==> config.mk <==
export PLATFORM = sky130hd
export DESIGN_NAME = perceptron_trainer_fixed
export DESIGN_NICKNAME = d
export VERILOG_FILES = /design/src/rtl/perceptron_trainer_fixed_pkg.sv /design/src/rtl/perceptron_trainer_fixed_step.sv /design/src/rtl/perceptron_trainer_fixed.sv
export SDC_FILE = /design/constraint.sdc
export NUM_CORES = 2
export LEC_CHECK = 0
export CAP_MARGIN = 20
export CORE_MARGIN = 5
export CORE_UTILIZATION = 55
export CTS_CLUSTER_DIAMETER = 50
export CTS_CLUSTER_SIZE = 12
export DETAILED_ROUTE_END_ITERATION = 8
export PLACE_DENSITY_LB_ADDON = 0.12
export SLEW_MARGIN = 25
export SYNTH_ARGS = -nofsm -noshare
export SYNTH_HDL_FRONTEND = slang
export SYNTH_SLANG_ARGS = --single-unit
==> constraint.sdc <==
create_clock -name clk -period 29.2 [get_ports clk]
set_input_delay 4.38 -clock clk [delete_from_list [all_inputs] [get_ports clk]]
set_output_delay 4.38 -clock clk [all_outputs]
set_load 0.02 [all_outputs]
==> src/rtl/perceptron_trainer_fixed_pkg.sv <==
// Shared definitions for the fixed-point perceptron trainer and neuron:
// FSM state codes, default fixed-point constants and the common arithmetic helpers.
package perceptron_trainer_fixed_pkg;

    localparam int FRAC_DEFAULT = 8;
    localparam int ONE_DEFAULT  = 1 << FRAC_DEFAULT;

    localparam logic [1:0] S_IDLE = 2'd0;
    localparam logic [1:0] S_CALC = 2'd1;
    localparam logic [1:0] S_UPD  = 2'd2;
    localparam logic [1:0] S_DONE = 2'd3;

    // Operands are sign-extended to 64 bits by the caller, so word widths up to 31 bits are exact.
    function automatic logic signed [63:0] fixed_mul(input logic signed [63:0] a,
                                                     input logic signed [63:0] b,
                                                     input int frac);
        logic signed [63:0] prod;
        prod = a * b;
        return prod >>> frac;
    endfunction

    function automatic logic signed [63:0] sat_add(input logic signed [63:0] a,
                                                   input logic signed [63:0] b,
                                                   input int width);
        logic signed [63:0] sum;
        logic signed [63:0] hi;
        logic signed [63:0] lo;
        sum = a + b;
        hi  = (64'sd1 <<< (width - 1)) - 64'sd1;
        lo  = -hi - 64'sd1;
        if (sum > hi)
            return hi;
        else if (sum < lo)
            return lo;
        else
            return sum;
    endfunction

endpackage

==> src/rtl/perceptron_trainer_fixed_step.sv <==
// Combinational perceptron decision: net = w0*ONE + w1*x1 + w2*x2 in tam+2 bits, y = (net >= 0).
module perceptron_step_fixed
    import perceptron_trainer_fixed_pkg::*;
#(
    parameter int tam  = 16,
    parameter int frac = 8
) (
    input  logic [tam-1:0] w0,
    input  logic [tam-1:0] w1,
    input  logic [tam-1:0] w2,
    input  logic [tam-1:0] x1,
    input  logic [tam-1:0] x2,
    output logic           y
);

    localparam logic signed [63:0] ONE_W = 64'sd1 <<< frac;

    logic [tam+1:0] p0;
    logic [tam+1:0] p1;
    logic [tam+1:0] p2;
    logic [tam+1:0] net;

    // Each shifted product is truncated to tam+2 bits and the sum wraps, matching the neuron.
    always_comb begin
        p0  = (tam+2)'(fixed_mul(64'($signed(w0)), ONE_W, frac));
        p1  = (tam+2)'(fixed_mul(64'($signed(w1)), 64'($signed(x1)), frac));
        p2  = (tam+2)'(fixed_mul(64'($signed(w2)), 64'($signed(x2)), frac));
        net = p0 + p1 + p2;
        y   = ~net[tam+1];
    end

endmodule

==> src/rtl/perceptron_trainer_fixed.sv <==
// Sequential fixed-point perceptron trainer: sweeps a 4-sample truth table, two cycles per sample,
// until an error-free epoch or the epoch limit, and presents the learned weights for a neuron.
module perceptron_trainer_fixed
    import perceptron_trainer_fixed_pkg::*;
#(
    parameter int tam       = 16,
    parameter int frac      = 8,
    parameter int lr_shift  = 1,
    parameter int max_epoch = 255
) (
    input  logic                clk,
    input  logic                rst,
    input  logic                start,
    input  logic [3:0][tam-1:0] in1,
    input  logic [3:0][tam-1:0] in2,
    input  logic [3:0][tam-1:0] d,
    input  logic [tam-1:0]      init_w0,
    input  logic [tam-1:0]      init_w1,
    input  logic [tam-1:0]      init_w2,
    output logic [tam-1:0]      w0,
    output logic [tam-1:0]      w1,
    output logic [tam-1:0]      w2,
    output logic                busy,
    output logic                done,
    output logic                converged,
    output logic [7:0]          epoch_count
);

    localparam logic signed [63:0] ONE_W = 64'sd1 <<< frac;

    logic [1:0]           state;
    logic [1:0]           k;
    logic                 err_flag;
    logic                 y_r;
    logic [3:0][tam-1:0]  x1_r;
    logic [3:0][tam-1:0]  x2_r;
    logic [3:0]           cls_r;

    logic                 y;
    logic                 e_pos;
    logic                 e_neg;
    logic                 sample_err;
    logic signed [63:0]   delta0;
    logic signed [63:0]   delta1;
    logic signed [63:0]   delta2;
    logic [tam-1:0]       nw0;
    logic [tam-1:0]       nw1;
    logic [tam-1:0]       nw2;
    logic [7:0]           next_epoch;

    perceptron_step_fixed #(
        .tam  (tam),
        .frac (frac)
    ) u_step (
        .w0 (w0),
        .w1 (w1),
        .w2 (w2),
        .x1 (x1_r[k]),
        .x2 (x2_r[k]),
        .y  (y)
    );

    // Error is +1 (target 1, predicted 0) or -1 (target 0, predicted 1); the bias input is ONE.
    always_comb begin
        e_pos      = cls_r[k] & ~y_r;
        e_neg      = ~cls_r[k] & y_r;
        sample_err = e_pos | e_neg;
        delta0     = ONE_W >>> lr_shift;
        delta1     = 64'($signed(x1_r[k])) >>> lr_shift;
        delta2     = 64'($signed(x2_r[k])) >>> lr_shift;
        nw0        = tam'(sat_add(64'($signed(w0)), e_neg ? -delta0 : delta0, tam));
        nw1        = tam'(sat_add(64'($signed(w1)), e_neg ? -delta1 : delta1, tam));
        nw2        = tam'(sat_add(64'($signed(w2)), e_neg ? -delta2 : delta2, tam));
        next_epoch = epoch_count + 8'd1;
    end

    always_ff @(posedge clk) begin
        if (rst) begin
            state       <= S_IDLE;
            k           <= 2'd0;
            err_flag    <= 1'b0;
            y_r         <= 1'b0;
            x1_r        <= '0;
            x2_r        <= '0;
            cls_r       <= '0;
            w0          <= '0;
            w1          <= '0;
            w2          <= '0;
            busy        <= 1'b0;
            done        <= 1'b0;
            converged   <= 1'b0;
            epoch_count <= 8'd0;
        end else begin
            done <= 1'b0;
            case (state)
                S_IDLE: begin
                    if (start) begin
                        x1_r        <= in1;
                        x2_r        <= in2;
                        for (int i = 0; i < 4; i++)
                            cls_r[i] <= |d[i];
                        w0          <= init_w0;
                        w1          <= init_w1;
                        w2          <= init_w2;
                        epoch_count <= 8'd0;
                        k           <= 2'd0;
                        converged   <= 1'b0;
                        err_flag    <= 1'b0;
                        busy        <= 1'b1;
                        state       <= S_CALC;
                    end
                end
                S_CALC: begin
                    y_r   <= y;
                    state <= S_UPD;
                end
                S_UPD: begin
                    if (sample_err) begin
                        err_flag <= 1'b1;
                        w0       <= nw0;
                        w1       <= nw1;
                        w2       <= nw2;
                    end
                    if (k != 2'd3) begin
                        k     <= k + 2'd1;
                        state <= S_CALC;
                    end else begin
                        // The current sample's error counts towards this epoch's flag.
                        epoch_count <= next_epoch;
                        if (!(err_flag || sample_err)) begin
                            converged <= 1'b1;
                            state     <= S_DONE;
                        end else if (next_epoch == 8'(max_epoch)) begin
                            converged <= 1'b0;
                            state     <= S_DONE;
                        end else begin
                            err_flag <= 1'b0;
                            k        <= 2'd0;
                            state    <= S_CALC;
                        end
                    end
                end
                S_DONE: begin
                    done  <= 1'b1;
                    busy  <= 1'b0;
                    state <= S_IDLE;
                end
                default: state <= S_IDLE;
            endcase
        end
    end

endmodule

==> metrics <==
Clock H-tree levels=4; Yosys reg bits=197; normalized max-slew margin=0.312; internal power=0.916 mW; pre-CTS WS=18840 ps; wire length per cell=~21 um; setup TNS=0 ps; initial drt markers=~3100; 1st-pass router iterations=7; Final Hold Viols=0; P_sw=0.983 mW; Max-Cap Viols=0; Power Density=roughly 46 nW/um2; routing usage on met2=0.551; vias after detailed routing=34400; crit-path most repeated cell=xnor2_1; most frequent cells in the layout=nand2_1, inv_1, fa_1, a21oi_1, ha_1; met3 Usage GRT=0.0650; CTS max path bufs=2; Syn. warnings=0; DRT Wirelength=about 120000 um; Gate power share=0.693; Worst Path Class, Setup=reg2reg; Sw Ratio=0.518; min Tclk post-route=10350 ps; Worst Tran Pin Value=around 1000 ps; CP Launch Type=register; Synth cell types=100; mapped cell area=37000 um2; Async S/R FF share, synth=0; Detail Placement HPWL=94800 um; CTS buffer count=17; largest family of logic cells by synthesized area=adder cells; Remaining Overflow, GRT=0; initial antenna violation count=6; Post-CTS Setup Bufs=0; Hold WS=about 460 ps; crit path DAT=10770 ps; Cell Rows=95; Clock Skews=about 24 ps; Synth Net Count=5727; vias in the first global route=34700; Total GRT Usage=0.329; met1 usage in global routing=0.423; share of cells above drive strength 1=0.0338; Post-Syn Area per Cell=7.83 um2; final period utilization=0.354; leakage=18.4 nW; Critical Path Fanout Max=38; final-layout fill cell count=6135; Remaining DRCs=0; die area=72500 um2; status=complete, no violations; CP max stage delay=810 ps; Pins Over Slew Limit=0; clock share of power=0.136; CTS resizes=0; vias per inst=around 6; area fraction in compound gates after synthesis=0.170; Max IR drop VDD=around 46 uV; Die X=between 200 and 300 um; post-route setup slack=18850 ps; slowest CP cell=mux4_2; Area growth, synth to finish=11.4%; Clk pin slew, worst setup/hold paths=90 ps; first-pass GRT wire length=192000 um; GPL Wtd Cong=1.02; CTS Hold Buffers Added=0; cells after synthesis=approximately 4700; CP required=29620 ps; CTS tree=built; Final ANT Viol Nets=0; Critical Path Sink Type=register; CORE AREA=66900 um2; post-synthesis sequential area ratio=0.107; port bufs=301; post-synthesis simple-gate area fraction=0.223; RSZ-0062 raised after global routing=false; Min-Delay Path Class=reg2reg; largest net degree at the start of global routing=97; Vert. Die Dim=around 270 um; Starting Density=0.552; Seq pwr share=0.171; number of enable-type register cells in the synthesized netlist=0; number of setup violations in the final report=0; adder-cell share of the synthesized area=0.350; CTS Root Cell=clkbuf_16; Nets=5848; post-synthesis mux area share=0.0241; Most used DFF post-synth=dfxtp_1; clock sink total=~200; fin util=0.615; clk_lat worst skew=510 ps; Ports=302; global route hottest layer=met2; XOR/XNOR Fraction of Synth Area=0.0393; commonest non-fill, non-tap cell in the layout=nand2_1; max frequency=0.0967 GHz
==> area by class of cell <==
cell class	instances	area [um2]	share of cell area
antenna	1	2.50	0.0000608
clock buffer	19	453	0.0110
sequential	197	3950	0.0960
clock inverter	13	151	0.00368
timing repair buffer	346	3350	0.0814
multi-input combinational	3670	29900	0.726
tap	873	1090	0.0265
inverter	611	2290	0.0557
==> worst max-delay path: cells and delay by family (launching register included) <==
family / cells / cell delay (ps)
compound gates: 6 / 1640
xor+xnor: 11 / 1660
fa+ha+maj: 8 / 3710
buf+inv: 5 / 810
flops: 1 / 320
mux: 1 / 810
simple gates: 4 / 1230
==> routing by layer <==
| layer | vias to the layer above | share of wire |
|---|---|---|
| li1 | 16000 | - |
| met1 | 16800 | 0.41 |
| met2 | 1320 | 0.47 |
| met3 | 260 | 0.078 |
| met4 | 6 | 0.042 |
| met5 | - | 0.00038 |
==> registers in the layout, summed over array words and instances (netlist names), 2 cells and up <==
name,cells
x2_r,64
epoch_count,8
cls_r,4
w2,16
state,2
k,2
w0,16
w1,16
x1_r,64
==> cells by family after synthesis <==
family / Yosys count
buf+inv: 855
simple gates: 1725
fa+ha+maj: 762
compound gates: 967
flops: 197
xor+xnor: 166
mux: 50
==> worst paths after layout <==
kind             from       end  slack, ps  cells past startpoint
min reg2reg  x1_r[53]  x1_r[53]        460                      2
min          x1_r[53]  x1_r[53]        460                      2
max reg2reg      k[0]       y_r      18850                     35
max              k[0]       y_r      18850                     35
==> power groups by stage <==
stage,logic (mW),registers (mW),clock network (mW)
6_report,1.32,0.325,0.258
5_1_grt,1.47,0.328,0.273
4_1_cts,1.30,0.324,0.263
3_5_place_dp,1.30,0.330,0
3_3_place_gp,1.28,0.330,0
2_1_floorplan,0.911,0.329,0
==> cells in the mapped netlist, types with 7 or more instances <==
cell type | n | area share
a2111oi_0 | 16 | 0.0038
a211o_1 | 8 | 0.0019
a211oi_1 | 42 | 0.0085
a21boi_0 | 14 | 0.0028
a21o_1 | 65 | 0.013
a21oi_1 | 346 | 0.047
a311oi_1 | 9 | 0.0021
a31oi_1 | 29 | 0.0049
and2_1 | 237 | 0.040
and3_1 | 29 | 0.0049
and4_1 | 16 | 0.0038
buf_1 | 20 | 0.0020
buf_2 | 11 | 0.0015
clkbuf_1 | 210 | 0.021
dfxtp_1 | 197 | 0.11
fa_1 | 452 | 0.24
ha_1 | 310 | 0.10
inv_1 | 609 | 0.062
mux2i_1 | 18 | 0.0049
mux4_2 | 31 | 0.019
nand2_1 | 772 | 0.078
nand2b_1 | 50 | 0.0085
nand3_1 | 82 | 0.011
nand4_1 | 57 | 0.0096
nor2_1 | 242 | 0.025
nor2b_1 | 32 | 0.0054
nor3_1 | 60 | 0.0081
nor4_1 | 41 | 0.0069
o2111ai_1 | 51 | 0.012
o211ai_1 | 52 | 0.011
o21a_1 | 43 | 0.0087
o21ai_0 | 155 | 0.021
o21ai_1 | 11 | 0.0015
o21bai_1 | 17 | 0.0035
o31ai_1 | 21 | 0.0043
o41ai_1 | 7 | 0.0017
or2_2 | 11 | 0.0019
or3_1 | 42 | 0.0071
or4_1 | 8 | 0.0016
xnor2_1 | 128 | 0.030
xor2_1 | 38 | 0.0090
==> metrics by stage <==
step / cell area (um2) / instances / total power [mW]
after global placement: 40500 / 5696 / 1.61
after detailed placement: 40500 / 5697 / 1.63
final: 41200 / 5730 / 1.90
after global routing: 41200 / 5730 / 2.07
after floorplan: 37000 / 4722 / 1.24
after CTS: 41100 / 5729 / 1.89
Note: power is estimated with default switching activity, not from simulation.
